<file path="src/rtl/traffic_pkg.sv">
// Shared types and defaults for the traffic-light block and its pedestrian front end.
package traffic_pkg;

  typedef enum logic [1:0] {
    IDLE,
    PENDING,
    ISSUE,
    LOCKOUT
  } ped_state_t;

  localparam int unsigned PED_DEBOUNCE_DEF = 4;
  // One full light cycle, so a request can be served at most once per cycle.
  localparam int unsigned PED_LOCKOUT_DEF  = 75;

  // Width of an unsigned counter that must be able to hold max_val.
  function automatic int unsigned cnt_width(input int unsigned max_val);
    return $clog2(max_val + 1);
  endfunction

endpackage

</file>
<file path="src/rtl/btn_debounce.sv">
// Button front end: 2-flop synchroniser, stability-count debounce and a rising-edge press pulse.
module btn_debounce
  import traffic_pkg::*;
#(
  parameter int unsigned DEBOUNCE_CYCLES = PED_DEBOUNCE_DEF
) (
  input  logic clk,
  input  logic rst_n,
  input  logic btn_raw_i,
  output logic press_o
);

  localparam int unsigned CntW = cnt_width(DEBOUNCE_CYCLES);
  localparam logic [CntW-1:0] CntLast = CntW'(DEBOUNCE_CYCLES - 1);

  logic [1:0]      sync_q;
  logic            btn_s;
  logic [CntW-1:0] cnt_q, cnt_d;
  logic            db_q, db_d;
  logic            db_prev_q;
  logic            press_q;

  assign btn_s = sync_q[1];

  // The counter only advances while the synchronised level disagrees with btn_db.
  always_comb begin
    cnt_d = '0;
    db_d  = db_q;
    if (btn_s != db_q) begin
      if (cnt_q == CntLast) begin
        db_d = btn_s;
      end else begin
        cnt_d = cnt_q + CntW'(1);
      end
    end
  end

  always_ff @(posedge clk or negedge rst_n) begin
    if (!rst_n) begin
      sync_q    <= 2'b00;
      cnt_q     <= '0;
      db_q      <= 1'b0;
      db_prev_q <= 1'b0;
      press_q   <= 1'b0;
    end else begin
      sync_q    <= {sync_q[0], btn_raw_i};
      cnt_q     <= cnt_d;
      db_q      <= db_d;
      db_prev_q <= db_q;
      press_q   <= db_q & ~db_prev_q;
    end
  end

  assign press_o = press_q;

  a_cnt_bound: assert property (@(posedge clk) disable iff (!rst_n) cnt_q <= CntLast);
  a_press_single: assert property (@(posedge clk) disable iff (!rst_n) press_q |=> !press_q);

endmodule

</file>
<file path="src/rtl/ped_request_ctrl.sv">
// Pedestrian request conditioner: queues a debounced press and hands it to the light controller
// as a one-cycle pulse during green, then locks out further presses for a light cycle.
module ped_request_ctrl
  import traffic_pkg::*;
#(
  parameter int unsigned DEBOUNCE_CYCLES = PED_DEBOUNCE_DEF,
  parameter int unsigned LOCKOUT_CYCLES  = PED_LOCKOUT_DEF
) (
  input  logic clk,
  input  logic rst_n,
  input  logic btn_raw,
  input  logic green,
  output logic pass_request,
  output logic req_pending
);

  localparam int unsigned LockW = cnt_width(LOCKOUT_CYCLES);
  localparam logic [LockW-1:0] LockLast = LockW'(LOCKOUT_CYCLES - 1);

  logic             press;
  ped_state_t       state_q;
  logic [LockW-1:0] lock_cnt_q;
  logic             pass_request_q;
  logic             req_pending_q;

  btn_debounce #(
    .DEBOUNCE_CYCLES(DEBOUNCE_CYCLES)
  ) u_debounce (
    .clk      (clk),
    .rst_n    (rst_n),
    .btn_raw_i(btn_raw),
    .press_o  (press)
  );

  // Outputs are set on entry to their state so they are pure flops, never decoded from inputs.
  // Presses outside IDLE fall through untouched: absorbed while queued, dropped in lockout.
  always_ff @(posedge clk or negedge rst_n) begin
    if (!rst_n) begin
      state_q        <= IDLE;
      lock_cnt_q     <= '0;
      pass_request_q <= 1'b0;
      req_pending_q  <= 1'b0;
    end else begin
      pass_request_q <= 1'b0;
      case (state_q)
        IDLE: begin
          if (press) begin
            state_q       <= PENDING;
            req_pending_q <= 1'b1;
          end
        end
        PENDING: begin
          if (green) begin
            state_q        <= ISSUE;
            req_pending_q  <= 1'b0;
            pass_request_q <= 1'b1;
          end
        end
        ISSUE: begin
          state_q    <= LOCKOUT;
          lock_cnt_q <= '0;
        end
        LOCKOUT: begin
          if (lock_cnt_q == LockLast) begin
            state_q    <= IDLE;
            lock_cnt_q <= '0;
          end else begin
            lock_cnt_q <= lock_cnt_q + LockW'(1);
          end
        end
        default: begin
          state_q        <= IDLE;
          lock_cnt_q     <= '0;
          req_pending_q  <= 1'b0;
        end
      endcase
    end
  end

  assign pass_request = pass_request_q;
  assign req_pending  = req_pending_q;

  a_pulse_single: assert property (@(posedge clk) disable iff (!rst_n)
    pass_request |=> !pass_request);
  a_pulse_state: assert property (@(posedge clk) disable iff (!rst_n)
    pass_request == (state_q == ISSUE));
  a_pending_state: assert property (@(posedge clk) disable iff (!rst_n)
    req_pending == (state_q == PENDING));
  a_lock_bound: assert property (@(posedge clk) disable iff (!rst_n) lock_cnt_q <= LockLast);

endmodule

</file>
<file path="config.mk">
export PLATFORM = sky130hd
export DESIGN_NAME = ped_request_ctrl
export DESIGN_NICKNAME = d
export VERILOG_FILES = /design/src/rtl/traffic_pkg.sv /design/src/rtl/btn_debounce.sv /design/src/rtl/ped_request_ctrl.sv
export SDC_FILE = /design/constraint.sdc
export NUM_CORES = 1
export LEC_CHECK = 0
export CAP_MARGIN = 20
export CORE_MARGIN = 4
export CORE_UTILIZATION = 50
export CTS_CLUSTER_DIAMETER = 100
export DETAILED_ROUTE_END_ITERATION = 16
export GPL_TIMING_DRIVEN = 0
export PLACE_DENSITY = 0.69
export REMOVE_ABC_BUFFERS = 1
export SLEW_MARGIN = 20
export SYNTH_ARGS = -nofsm -noshare
export SYNTH_HDL_FRONTEND = slang
export SYNTH_HIERARCHICAL = 1
export SYNTH_SLANG_ARGS = --single-unit
</file>
<file path="constraint.sdc">
create_clock -name clk -period 4.41 [get_ports clk]
set_clock_uncertainty 0.1 [all_clocks]
set_input_delay 0.6615 -clock clk [delete_from_list [all_inputs] [get_ports clk]]
set_output_delay 0.6615 -clock clk [all_outputs]
set_load 0.02 [all_outputs]
</file>
Word-level counts from Yosys, hierarchy flattened
Cells that the tools add are included.
Widths: inputs -> output; s select.
{ "word_totals": {"regBits": 19, "in_bits": 4, "wordCells": 41, "out_inout_bits": 2} }
{ "op_classes": {"reduce_logical": 6, "n_addsub": 2, "n_eq_ne": 9, "mux": 13, "bitwise_logic": 2} }
{ "ops": {"columns": ["op", "n"], "rows": [
  ["$pmux 7 s2", 1],
  ["$pmux 2 s4", 1],
  ["$add 7x1->7 const B", 1],
  ["$eq 7x7->1 const B", 1],
  ["$mux 7", 1],
  ["$mux 2", 3],
  ["$mux 3", 2],
  ["$reduce_and 3->1", 2],
  ["$eq 2x2->1 const B", 2],
  ["$mux 1", 4],
  ["$ne 2x2->1 const B", 2],
  ["$reduce_bool 2->1", 2],
  ["$add 3x1->3 const B", 1],
  ["$eq 3x2->1 const B", 1],
  ["$eq 2x1->1 const B", 1],
  ["$logic_not 2->1", 1],
  ["$ne 2x1->1 const B", 1],
  ["$pmux 1 s2", 1],
  ["$reduce_and 2->1", 1],
  ["$and 1x1->1", 1],
  ["$ne 1x1->1", 1],
  ["$not 1->1", 1]
]} }

Depth between registers and ports, before layout
Gate-level depths: netlist of the first run.
{ "depth": {"depth_word": 3, "ltp_mapped": 6} }

By module
Netlist of the first run, hierarchy kept.
{ "by_module_without_submodules": {"columns": ["mod", "cells_each", "area_per_inst_um2", "instances", "seq_area_each_um2"], "rows": [
  ["ped_request_ctrl", 61, 635.6, 1, 275.3],
  ["btn_debounce", 16, 277.8, 1, 200.2]
]} }

Worst setup path after synthesis of the first run
Ideal clock, no wire load.
{ "synth_path": {"kind": "reg2reg", "from": "register lock_cnt_q[0]", "to": "register state_q[1]", "setup_ns": 0.125, "path_slack_ns": 2.604, "stages_incl_launch_ff": 7, "t_arrival_ns": 1.581, "path_buffers": 0, "synth_period_minus_slack_ns": 1.806, "path_cell_list": "dfrtp_1 > inv_1 > ha_1 > nand2_1 > o41ai_4 > o221a_4 > mux2_4"} }
{ "synth_via": {"elab_chain_cells": 3} }
{ "synth_lines": {"columns": ["item", "line", "source"], "rows": [
  ["start, declared", "ped_request_ctrl.sv:22", "logic [LockW-1:0] lock_cnt_q;"],
  ["start signal, assigned", "ped_request_ctrl.sv:68", "lock_cnt_q <= lock_cnt_q + LockW'(1);"],
  ["$eq 7x7->1", "ped_request_ctrl.sv:64", "if (lock_cnt_q == LockLast) begin"],
  ["$ne 2x2->1 (no line)", null, null],
  ["$reduce_and 3->1 (no line)", null, null],
  ["end signal, assigned", "ped_request_ctrl.sv:60", "state_q <= LOCKOUT;"],
  ["end signal, assigned", "ped_request_ctrl.sv:65", "state_q <= IDLE;"],
  ["end signal, assigned", "ped_request_ctrl.sv:72", "state_q <= IDLE;"],
  ["end, declared", "ped_request_ctrl.sv:21", "ped_state_t state_q;"]
]} }
No other way between the ends.
A chain may end at the register's enable or synchronous reset.

Final worst setup path of the first run
{ "layout_path": {"from": "register req_pending_q, in the netlist req_pending", "to": "output port req_pending"} }
{ "layout_rtl": {"columns": ["item", "line", "source"], "rows": [
  ["start, declared", "ped_request_ctrl.sv:24", "logic req_pending_q;"],
  ["start signal, assigned", "ped_request_ctrl.sv:42", "req_pending_q <= 1'b0;"],
  ["start signal, assigned", "ped_request_ctrl.sv:49", "req_pending_q <= 1'b1;"],
  ["start signal, assigned", "ped_request_ctrl.sv:55", "req_pending_q <= 1'b0;"],
  ["end, declared", "ped_request_ctrl.sv:14", "output logic req_pending"]
]} }
No word-level cell between the ends.

==> flow_summary_export.csv, run 1 <==
group,metric,value,unit
power_and_ir_drop,power-per-cell-area,588,mW/mm^2
floorplanning,io-pin-count,6,
layout,num-fill-cells,157,
yosys,synth_area_leaders,"sky130_fd_sc_hd__dfrtp_1 52%, sky130_fd_sc_hd__ha_1 9.6%, sky130_fd_sc_hd__inv_1 3.3%",
clocking,cts_hold_buffers,0,
hold_path,min_delay_worst_endpoint,"u_debounce/sync_q[1]$_DFF_PN0_",
yosys,synthDominantAreaCellType,"sky130_fd_sc_hd__dfrtp_1",
placement,gp_routability_congestion,0.747,
hold_path,whs_path_depth,0,
critical_path,timing.critical_path.max_delay_family,"buffers and inverters",
sta,layout_worst_path_cycle_share,0.466,
critical_path,reg2reg_to,"state_q[1]$_DFFE_PN0P_",
sta,max_freq,0.487,GHz
critical_path,crit_path_max_fanout,3,
yosys,netlist-cell-type-count,29,
placement,detailed_place_hpwl,1080,um
layout,flow.area_growth_from_synthesis,11.9,%
floorplanning,die-width,50.7,um
floorplanning,num_rows,15,
yosys,postSynthCellCount,77,
yosys,synth-seq-area-share,0.521,
critical_path,cp_data_arrival_time,1290,ps
clocking,tritoncts_clock_tree,"done",
floorplanning,die_height,50.7,um
yosys,synth_async_reset_ratio,1.00,
sta,finalSetupViolCount,0,
yosys,synth_top_flop_cell,"sky130_fd_sc_hd__dfrtp_1",
yosys,synthesis.area,913,sq um
floorplanning,start_util,0.529,
critical_path,cp-start-kind,"flop",
sta,hold_slack,262,ps
sta,worst_pin_slew,837,ps
clocking,resized_after_cts,0,
critical_path,crit_path_top_delay_cell,"sky130_fd_sc_hd__clkdlybuf4s50_1",
sta,finalCriticalPeriod,2050,ps
routing,detailedRoute.firstIterationViolations,2,
critical_path,worstSetupEndpointType,"primary output",
critical_path,crit_buf_inv,1,
floorplanning,core,0.00173,sq mm
hold_path,hold_class,"reg2reg",
sta,finalHoldViolCount,0,
flow_run,max_cap_viol_count,0,
placement,place_ws,2450,ps
sta,grt_setup_unrepaired,"false",
critical_path,criticalPathCategory,"reg2out",
sta,max_slew_margin,0.440,
sta,finalWorstSetupSlack,2360,ps
layout,area_occupied_by_multi_input_gates,408,sq um
routing,vias_per_cell,5.28,
power_and_ir_drop,static-leakage-power,0.463,nW
outcome,run_status,"finished clean",
hold_path,min_from,"u_debounce/sync_q[0]$_DFF_PN0_",
routing,drt_first_pass_iters,2,
critical_path,worstPathCellList,"clkdlybuf4s50_1",
global_routing,first_global_vias,621,
global_routing,antenna_found_initial,0,
critical_path,crit_path_max_incr_delay,610,ps
clocking,tritoncts_buffer_count,3,
clocking,post_cts_buffers,0,
sta,fin_tns_setup,0,ps
routing,total_via_count_in_the_routed_design,586,
layout,seq_area,475,sq um
yosys,ys_seq_elements,19,
clocking,cts_sinks,19,
yosys,avgSynthCellArea,11.9,sq um
yosys,ys.warnings.count,6,
clocking,htree_num_levels,1,
floorplanning,die_area,0.00257,sq mm
routing,avgRoutedWirePerCell,12.8,um
critical_path,r2r_start,"lock_cnt_q[0]$_DFFE_PN0P_",
critical_path,rr_worst_depth,6,
sta,report.final.slew_viol_count,0,
yosys,number_of_synthesized_flops_with_an_enable_pin,0,
clocking,insertion_delay,300,ps
routing,wl,1420,um
layout,post_route_cells_drive_above_1_share,0.128,
global_routing,grt_overflow_total,0,
power_and_ir_drop,worst_ir_drop_vdd,0.000320,V
routing,post-route-drc-count,0,
clocking,ctsRootBufferMaster,"sky130_fd_sc_hd__clkbuf_4",
layout,final_net_count,98,
clocking,clk_path_buf_depth,2,
global_routing,grt_start_max_net_pins,20,
layout,diodes,0,
global_routing,grtUsageTotal,0.130,
critical_path,worst_ep_required_time,3650,ps
routing,detail-route-antenna-nets,0,
placement,port-buffer-count,5,
yosys,synth_top_cell_area_share,0.521,
clocking,cts.clk_slew.worst_paths,110,ps
critical_path,worst_reg2reg_setup_slack,2430,ps
global_routing,grt_pass1_wl,2490,um
[state kept, by name (all words and copies together), names as in the netlist]
register and flops:
lock_cnt_q 7, u_debounce/cnt_q 3, state_q 2, u_debounce/sync_q 2, pass_request 1, req_pending 1
u_debounce/db_prev_q 1, u_debounce/db_q 1, u_debounce/press_o 1
[Yosys cell counts, types with 2 or more instances]
library cell,n
sky130_fd_sc_hd__nand2b_1,2
sky130_fd_sc_hd__nor3_1,2
sky130_fd_sc_hd__xnor2_1,2
sky130_fd_sc_hd__o22ai_1,2
sky130_fd_sc_hd__ha_1,7
sky130_fd_sc_hd__o21ai_0,5
sky130_fd_sc_hd__inv_1,8
sky130_fd_sc_hd__nand2_1,5
sky130_fd_sc_hd__nor2_1,4
sky130_fd_sc_hd__mux2i_1,2
sky130_fd_sc_hd__dfrtp_1,19
sky130_fd_sc_hd__nand3_1,2
[how the worst max path moves through the flow]
stage	start	endpoint	slack (ps)	depth (start not counted)
after floorplan	lock_cnt_q[0]$_DFFE_PN0P_	state_q[1]$_DFFE_PN0P_	2600	6
after global placement	lock_cnt_q[0]$_DFFE_PN0P_	state_q[1]$_DFFE_PN0P_	2460	6
after detailed placement	lock_cnt_q[0]$_DFFE_PN0P_	state_q[1]$_DFFE_PN0P_	2450	6
after CTS	req_pending$_DFFE_PN0P_	req_pending	2340	1
after global routing	req_pending$_DFFE_PN0P_	req_pending	2310	1
final	req_pending$_DFFE_PN0P_	req_pending	2360	1
[kinds of logic after synthesis]
| family | Yosys count | share of synthesized area |
|---|---|---|
| multiplexers | 4 | 0.0507 |
| adder cells (fa/ha/maj) | 7 | 0.0959 |
| flip-flops | 19 | 0.521 |
| AO/OA/AOI/OAI | 14 | 0.136 |
| buffers and inverters | 8 | 0.0329 |
| XOR/XNOR | 2 | 0.0192 |
| AND/OR/NAND/NOR | 23 | 0.145 |
[power by group]
group / internal (W) / switching (W)
Sequential: 0.000223 / 0.0000417
Combinational: 0.000126 / 0.000121
Clock: 0.0000338 / 0.0000552
Total: 0.000383 / 0.000218
[stage by stage]
step / std cells / util / cell area (sq um) / power (W)
after floorplan: 77 / - / 913 / 0.000455
after global placement: 107 / 0.576 / 995 / 0.000508
after detailed placement: 107 / 0.576 / 995 / 0.000521
after CTS: 111 / 0.592 / 1020 / 0.000612
after global routing: 111 / 0.592 / 1020 / 0.000654
final: 111 / 0.592 / 1020 / 0.000601
[cells in the final DEF (no fill, tap or decap), types with 2 or more instances in the layout]
cell type and count:
sky130_fd_sc_hd__dfrtp_1 19, sky130_fd_sc_hd__inv_1 8, sky130_fd_sc_hd__ha_1 7, sky130_fd_sc_hd__nand2_1 5
sky130_fd_sc_hd__o21ai_0 5, sky130_fd_sc_hd__clkdlybuf4s50_1 5, sky130_fd_sc_hd__nor2_1 4, sky130_fd_sc_hd__clkbuf_4 3
sky130_fd_sc_hd__nand2b_1 2, sky130_fd_sc_hd__o22ai_1 2, sky130_fd_sc_hd__mux2i_1 2, sky130_fd_sc_hd__nand3_1 2
sky130_fd_sc_hd__xnor2_1 2, sky130_fd_sc_hd__nor3_1 2
[worst reg2reg max path, cell delays in order, from the launching register on]
cell                      delay, ps
sky130_fd_sc_hd__dfrtp_1        440
sky130_fd_sc_hd__inv_1           80
sky130_fd_sc_hd__ha_1           140
sky130_fd_sc_hd__nand2_1         90
sky130_fd_sc_hd__o41ai_4        460
sky130_fd_sc_hd__o221a_4        280
sky130_fd_sc_hd__mux2_4         290
[layer usage]
metal  GRT usage  up-vias  share of wire  routed length [um]
li1            -      284              -                   -
met1       0.141      293           0.46                 650
met2       0.237        7           0.50                 712
met3      0.0267        2          0.030                  43
met4      0.0673        0          0.011                  15
met5           0        -              0                   0
[cell type report]
class,instances,area share
sequential,19,0.465
inverter,8,0.0294
clock inverter,1,0.00490
multi-input combinational,50,0.399
tap,25,0.0306
timing repair buffer,5,0.0490
clock buffer,3,0.0220
Note: power is estimated with default switching activity, not from simulation.
==> run 2: changes to the inputs <==
==> constraint.sdc (replaced) <==
create_clock -name clk -period 1.9 [get_ports clk]
set_clock_uncertainty 0.1 [all_clocks]
set_input_delay 0.285 -clock clk [delete_from_list [all_inputs] [get_ports clk]]
set_output_delay 0.285 -clock clk [all_outputs]
set_load 0.02 [all_outputs]
==> flow_summary_export.csv, run 2 (synthesized netlist as in run 1, its figures left out) <==
group,metric,value,unit
outcome,run_status,"finished clean",
clocking,insertion_delay,300,ps
layout,post_route_cells_drive_above_1_share,0.138,
critical_path,worstPathCellList,"inv_1, ha_1, nand2_1, o41ai_4, o221a_4, mux2_4",
clocking,cts.clk_slew.worst_paths,120,ps
routing,drt_first_pass_iters,3,
global_routing,grt_overflow_total,0,
routing,avgRoutedWirePerCell,12.9,um
global_routing,antenna_found_initial,0,
floorplanning,die-width,50.7,um
power_and_ir_drop,total_chip_power,0.00141,W
clocking,tritoncts_buffer_count,3,
critical_path,rr_worst_depth,6,
global_routing,first_global_vias,622,
critical_path,crit_path_max_incr_delay,440,ps
global_routing,grt_pass1_wl,2500,um
sta,finalCriticalPeriod,1760,ps
placement,detailed_place_hpwl,1080,um
sta,layout_worst_path_cycle_share,0.925,
power_and_ir_drop,static-leakage-power,0.468,nW
layout,max_ffs_per_register,7,
layout,diodes,0,
critical_path,criticalPathCategory,"reg2reg",
layout,mostFrequentLayoutCells,"19 x sky130_fd_sc_hd__dfrtp_1, 8 x sky130_fd_sc_hd__inv_1, 7 x sky130_fd_sc_hd__ha_1",
routing,detailedRoute.firstIterationViolations,1,
floorplanning,start_util,0.529,
critical_path,r2r_start,"lock_cnt_q[0]$_DFFE_PN0P_",
layout,final_core_occ,0.596,
hold_path,hold_class,"reg2reg",
floorplanning,core,0.00173,sq mm
critical_path,cp-start-kind,"flop",
flow_run,max_cap_viol_count,0,
critical_path,cp_data_arrival_time,1860,ps
sta,report.final.slew_viol_count,0,
layout,top_regs,"lock_cnt_q: 7 flops, u_debounce/cnt_q: 3 flops",
critical_path,crit_path_max_fanout,5,
hold_path,min_from,"u_debounce/sync_q[0]$_DFF_PN0_",
layout,flow.area_growth_from_synthesis,12.7,%
floorplanning,num_rows,15,
sta,max_slew_margin,0.433,
routing,post-route-drc-count,0,
power_and_ir_drop,power-per-cell-area,1370,mW/mm^2
floorplanning,io-pin-count,6,
hold_path,min_delay_worst_endpoint,"u_debounce/sync_q[1]$_DFF_PN0_",
placement,port-buffer-count,5,
floorplanning,die_height,50.7,um
critical_path,worst_reg2reg_setup_slack,140,ps
critical_path,crit_path_top_delay_cell,"sky130_fd_sc_hd__dfrtp_1",
critical_path,critical_path.startpoint,"lock_cnt_q[0]$_DFFE_PN0P_",
critical_path,worst_ep_required_time,2000,ps
floorplanning,die_area,0.00257,sq mm
routing,vias_per_cell,5.22,
clocking,ctsRootBufferMaster,"sky130_fd_sc_hd__clkbuf_4",
layout,largest-register,"lock_cnt_q",
placement,gp_routability_congestion,0.747,
global_routing,grt_start_max_net_pins,20,
clocking,clk_path_buf_depth,2,
sta,worst_pin_slew,848,ps
layout,num-fill-cells,157,
clocking,tritoncts_clock_tree,"done",
hold_path,whs_path_depth,0,
sta,finalSetupViolCount,0,
clocking,htree_num_levels,1,
routing,wl,1440,um
clocking,cts_sinks,19,
global_routing,grtUsageTotal,0.132,
layout,layout_commonest_cell,"sky130_fd_sc_hd__dfrtp_1",
routing,detail-route-antenna-nets,0,
critical_path,worstSetupEndpointType,"flop",
routing,total_via_count_in_the_routed_design,585,
power_and_ir_drop,worst_ir_drop_vdd,0.000751,V
sta,grt_setup_unrepaired,"false",
layout,final_net_count,99,
sta,fin_tns_setup,0,ps
sta,finalHoldViolCount,0,
sta,max_freq,0.569,GHz
critical_path,reg2reg_to,"state_q[1]$_DFFE_PN0P_",
-- run 2: cell types whose count changed in the layout (fill, tap and decap cells not counted) --
cell	previous run	this run
sky130_fd_sc_hd__buf_4	0	1
-- run 2: repair_timing --
action	in CTS	in global routing
setup endpoints to repair	1	0
buffers inserted	1	0
resized for setup	0	0
hold buffers	0	0
-- run 2: worst max-delay path by stage --
stage,depth (start not counted),slack (ps),endpoint
after floorplan,6,90,state_q[1]$_DFFE_PN0P_
after global placement,6,-50,state_q[1]$_DFFE_PN0P_
after detailed placement,6,-60,state_q[1]$_DFFE_PN0P_
after CTS,6,140,state_q[1]$_DFFE_PN0P_
after global routing,6,60,state_q[1]$_DFFE_PN0P_
final,6,140,state_q[1]$_DFFE_PN0P_
-- run 2: worst max-delay path, delay by kind of cell, from the launching register on --
| family | cells | cell delay [ps] |
|---|---|---|
| compound gates | 2 | 520 |
| fa+ha+maj | 1 | 140 |
| buf+inv | 1 | 80 |
| flops | 1 | 440 |
| mux | 1 | 290 |
| simple gates | 1 | 90 |
-- run 2: cell type report --
cell class                 count  area, sq um  area share
tap                           25         31.3      0.0304
timing repair buffer           6         57.6      0.0559
inverter                       8         30.0      0.0292
sequential                    19          475       0.462
clock buffer                   3         22.5      0.0219
multi-input combinational     50          408       0.396
clock inverter                 1         5.00     0.00486
-- run 2: stage by stage --
stage / hold slack [ps] / area [sq um] / setup slack [ps] / std cells
after floorplan: -111 / 913 / 93.7 / 77
after global placement: 233 / 995 / -49.3 / 107
after detailed placement: 256 / 995 / -62.2 / 107
after CTS: 272 / 1030 / 143 / 112
after global routing: 271 / 1030 / 57.7 / 112
final: 264 / 1030 / 142 / 112
-- run 2: report_power, final --
group	internal [W]	switching (W)	leakage, nW
sequential	0.000518	0.0000963	0.244
clock	0.0000784	0.000129	0.0177
combinational	0.000305	0.000284	0.206
total	0.000902	0.000510	0.468
-- run 2: metal layers --
metal | part of all wire | up-vias | track usage
met5 | 0 | - | 0
met4 | 0 | 0 | 0.0673
met3 | 0.032 | 0 | 0.0267
met2 | 0.50 | 7 | 0.239
met1 | 0.46 | 292 | 0.143
li1 | - | 286 | -
==> run 3: changes to the inputs <==
--- a/config.mk
+++ b/config.mk
@@ -8,10 +8,11 @@
 export CAP_MARGIN = 20
 export CORE_MARGIN = 4
 export CORE_UTILIZATION = 50
+export CTS_BUF_LIST = sky130_fd_sc_hd__clkbuf_2
 export CTS_CLUSTER_DIAMETER = 100
 export DETAILED_ROUTE_END_ITERATION = 16
 export GPL_TIMING_DRIVEN = 0
-export PLACE_DENSITY = 0.69
+export PLACE_DENSITY_LB_ADDON = 0.1
 export REMOVE_ABC_BUFFERS = 1
 export SLEW_MARGIN = 20
 export SYNTH_ARGS = -nofsm -noshare
==> flow_summary_export.csv, run 3 (synthesized netlist as in run 1, its figures left out) <==
group,metric,value,unit
critical_path,criticalPathCategory,"reg2reg",
clocking,htree_num_levels,1,
global_routing,grt_overflow_total,0,
global_routing,grt_pass1_wl,2730,um
routing,vias_per_cell,5.32,
routing,met2RoutedLength,663,um
power_and_ir_drop,power-per-cell-area,1340,mW/mm^2
layout,diodes,0,
clocking,clk_path_buf_depth,2,
floorplanning,die_area,0.00257,sq mm
global_routing,grtUsageTotal,0.146,
clocking,ctsRootBufferMaster,"sky130_fd_sc_hd__clkbuf_2",
critical_path,worstSetupEndpointType,"flop",
placement,placement.cell_area,995,sq um
sta,max_freq,0.571,GHz
critical_path,crit_path_max_fanout,5,
clocking,cts.clk_slew.worst_paths,190,ps
layout,max_ffs_per_register,7,
clocking,cts_hold_buffers,0,
global_routing,grt_start_max_net_pins,20,
routing,detailedRoute.firstIterationViolations,8,
flow_run,max_cap_viol_count,0,
floorplanning,die_height,50.7,um
critical_path,critical_path.startpoint,"lock_cnt_q[0]$_DFFE_PN0P_",
clocking,resized_after_cts,0,
clocking,post_cts_buffers,1,
routing,post-route-drc-count,0,
routing,wl,1420,um
layout,flow.area_growth_from_synthesis,11.9,%
sta,finalHoldViolCount,0,
routing,wl_met1,683,um
placement,port-buffer-count,5,
critical_path,worst_ep_required_time,2030,ps
sta,fin_tns_setup,0,ps
hold_path,whs_path_depth,0,
clocking,insertion_delay,310,ps
critical_path,cp_data_arrival_time,1880,ps
critical_path,rr_worst_depth,6,
power_and_ir_drop,static-leakage-power,0.467,nW
placement,gp_routability_congestion,0.777,
routing,total_via_count_in_the_routed_design,596,
outcome,run_status,"finished clean",
power_and_ir_drop,worst_ir_drop_vdd,0.000742,V
sta,layout_worst_path_cycle_share,0.922,
critical_path,cp-start-kind,"flop",
routing,detail-route-antenna-nets,0,
layout,layout_commonest_cell,"sky130_fd_sc_hd__dfrtp_1",
sta,grt_setup_unrepaired,"false",
layout,post_route_cells_drive_above_1_share,0.138,
floorplanning,core,0.00173,sq mm
hold_path,min_from,"u_debounce/sync_q[0]$_DFF_PN0_",
layout,finish.instance_area,0.00102,sq mm
sta,worst_pin_slew,833,ps
floorplanning,die-width,50.7,um
floorplanning,start_util,0.529,
layout,largest-register,"lock_cnt_q",
floorplanning,num_rows,15,
clocking,tritoncts_buffer_count,3,
sta,finalSetupViolCount,0,
sta,report.final.slew_viol_count,0,
layout,final_core_occ,0.592,
global_routing,antenna_found_initial,0,
sta,finalCriticalPeriod,1750,ps
clocking,tritoncts_clock_tree,"done",
routing,drt_first_pass_iters,4,
routing,dr.max_layer_used,"met4",
layout,mostFrequentLayoutCells,"19 x sky130_fd_sc_hd__dfrtp_1, 8 x sky130_fd_sc_hd__inv_1, 7 x sky130_fd_sc_hd__ha_1",
routing,detailroute.wirelength.met3,44,um
global_routing,first_global_vias,629,
critical_path,r2r_start,"lock_cnt_q[0]$_DFFE_PN0P_",
hold_path,hold_class,"reg2reg",
layout,top_regs,"lock_cnt_q: 7 flops, u_debounce/cnt_q: 3 flops",
routing,avgRoutedWirePerCell,12.7,um
sta,max_slew_margin,0.443,
layout,final_net_count,99,
clocking,cts_sinks,19,
placement,detailed_place_hpwl,1030,um
floorplanning,io-pin-count,6,
run 3: layer usage:
metal	GRT usage	vias to the layer above
met5	0	-
met4	0.0807	0
met3	0.0386	4
met2	0.233	7
met1	0.179	297
li1	-	288
run 3: power breakdown:
group / internal [W] / switching (W) / total, W
clock network: 0.0000477 / 0.000126 / 0.000174
registers: 0.000518 / 0.0000934 / 0.000611
logic: 0.000304 / 0.000284 / 0.000588
total: 0.000869 / 0.000504 / 0.00137
run 3: per-stage QoR:
| stage | total power, W | instances | setup slack, ps | hold WS, ps |
|---|---|---|---|---|
| global placement | 0.00119 | 107 | -83.4 | 233 |
| floorplan | 0.00106 | 77 | 93.7 | -111 |
| finish | 0.00137 | 112 | 148 | 274 |
| CTS | 0.00140 | 112 | 99.4 | 279 |
| global route | 0.00151 | 112 | 22.2 | 260 |
| detailed placement | 0.00121 | 107 | -88.3 | 239 |
run 3: final timing paths:
| path | end | slack (ps) |
|---|---|---|
| worst max-delay path | state_q[1]$_DFFE_PN0P_ | 150 |
| worst min-delay path | u_debounce/sync_q[1]$_DFF_PN0_ | 270 |
| worst max register to register | state_q[1]$_DFFE_PN0P_ | 150 |
| worst min register to register | u_debounce/sync_q[1]$_DFF_PN0_ | 270 |
| max in group asynchronous | pass_request$_DFF_PN0_ | 860 |
| min in group asynchronous | lock_cnt_q[2]$_DFFE_PN0P_ | 320 |
run 3: worst max-delay path, stage by stage (launching register included):
cell and delay [ps]:
sky130_fd_sc_hd__dfrtp_1 460, sky130_fd_sc_hd__inv_1 70, sky130_fd_sc_hd__ha_1 140, sky130_fd_sc_hd__nand2_1 90
sky130_fd_sc_hd__o41ai_4 270, sky130_fd_sc_hd__o221a_4 260, sky130_fd_sc_hd__mux2_4 290
run 3: area by class of cell:
type | count | area [sq um]
Fill cell | 160 | 704
Tap cell | 25 | 31.3
Clock buffer | 3 | 15.0
Sequential cell | 19 | 475
Inverter | 8 | 30.0
Multi-Input combinational cell | 50 | 408
Clock inverter | 1 | 5.00
Timing Repair Buffer | 6 | 57.6
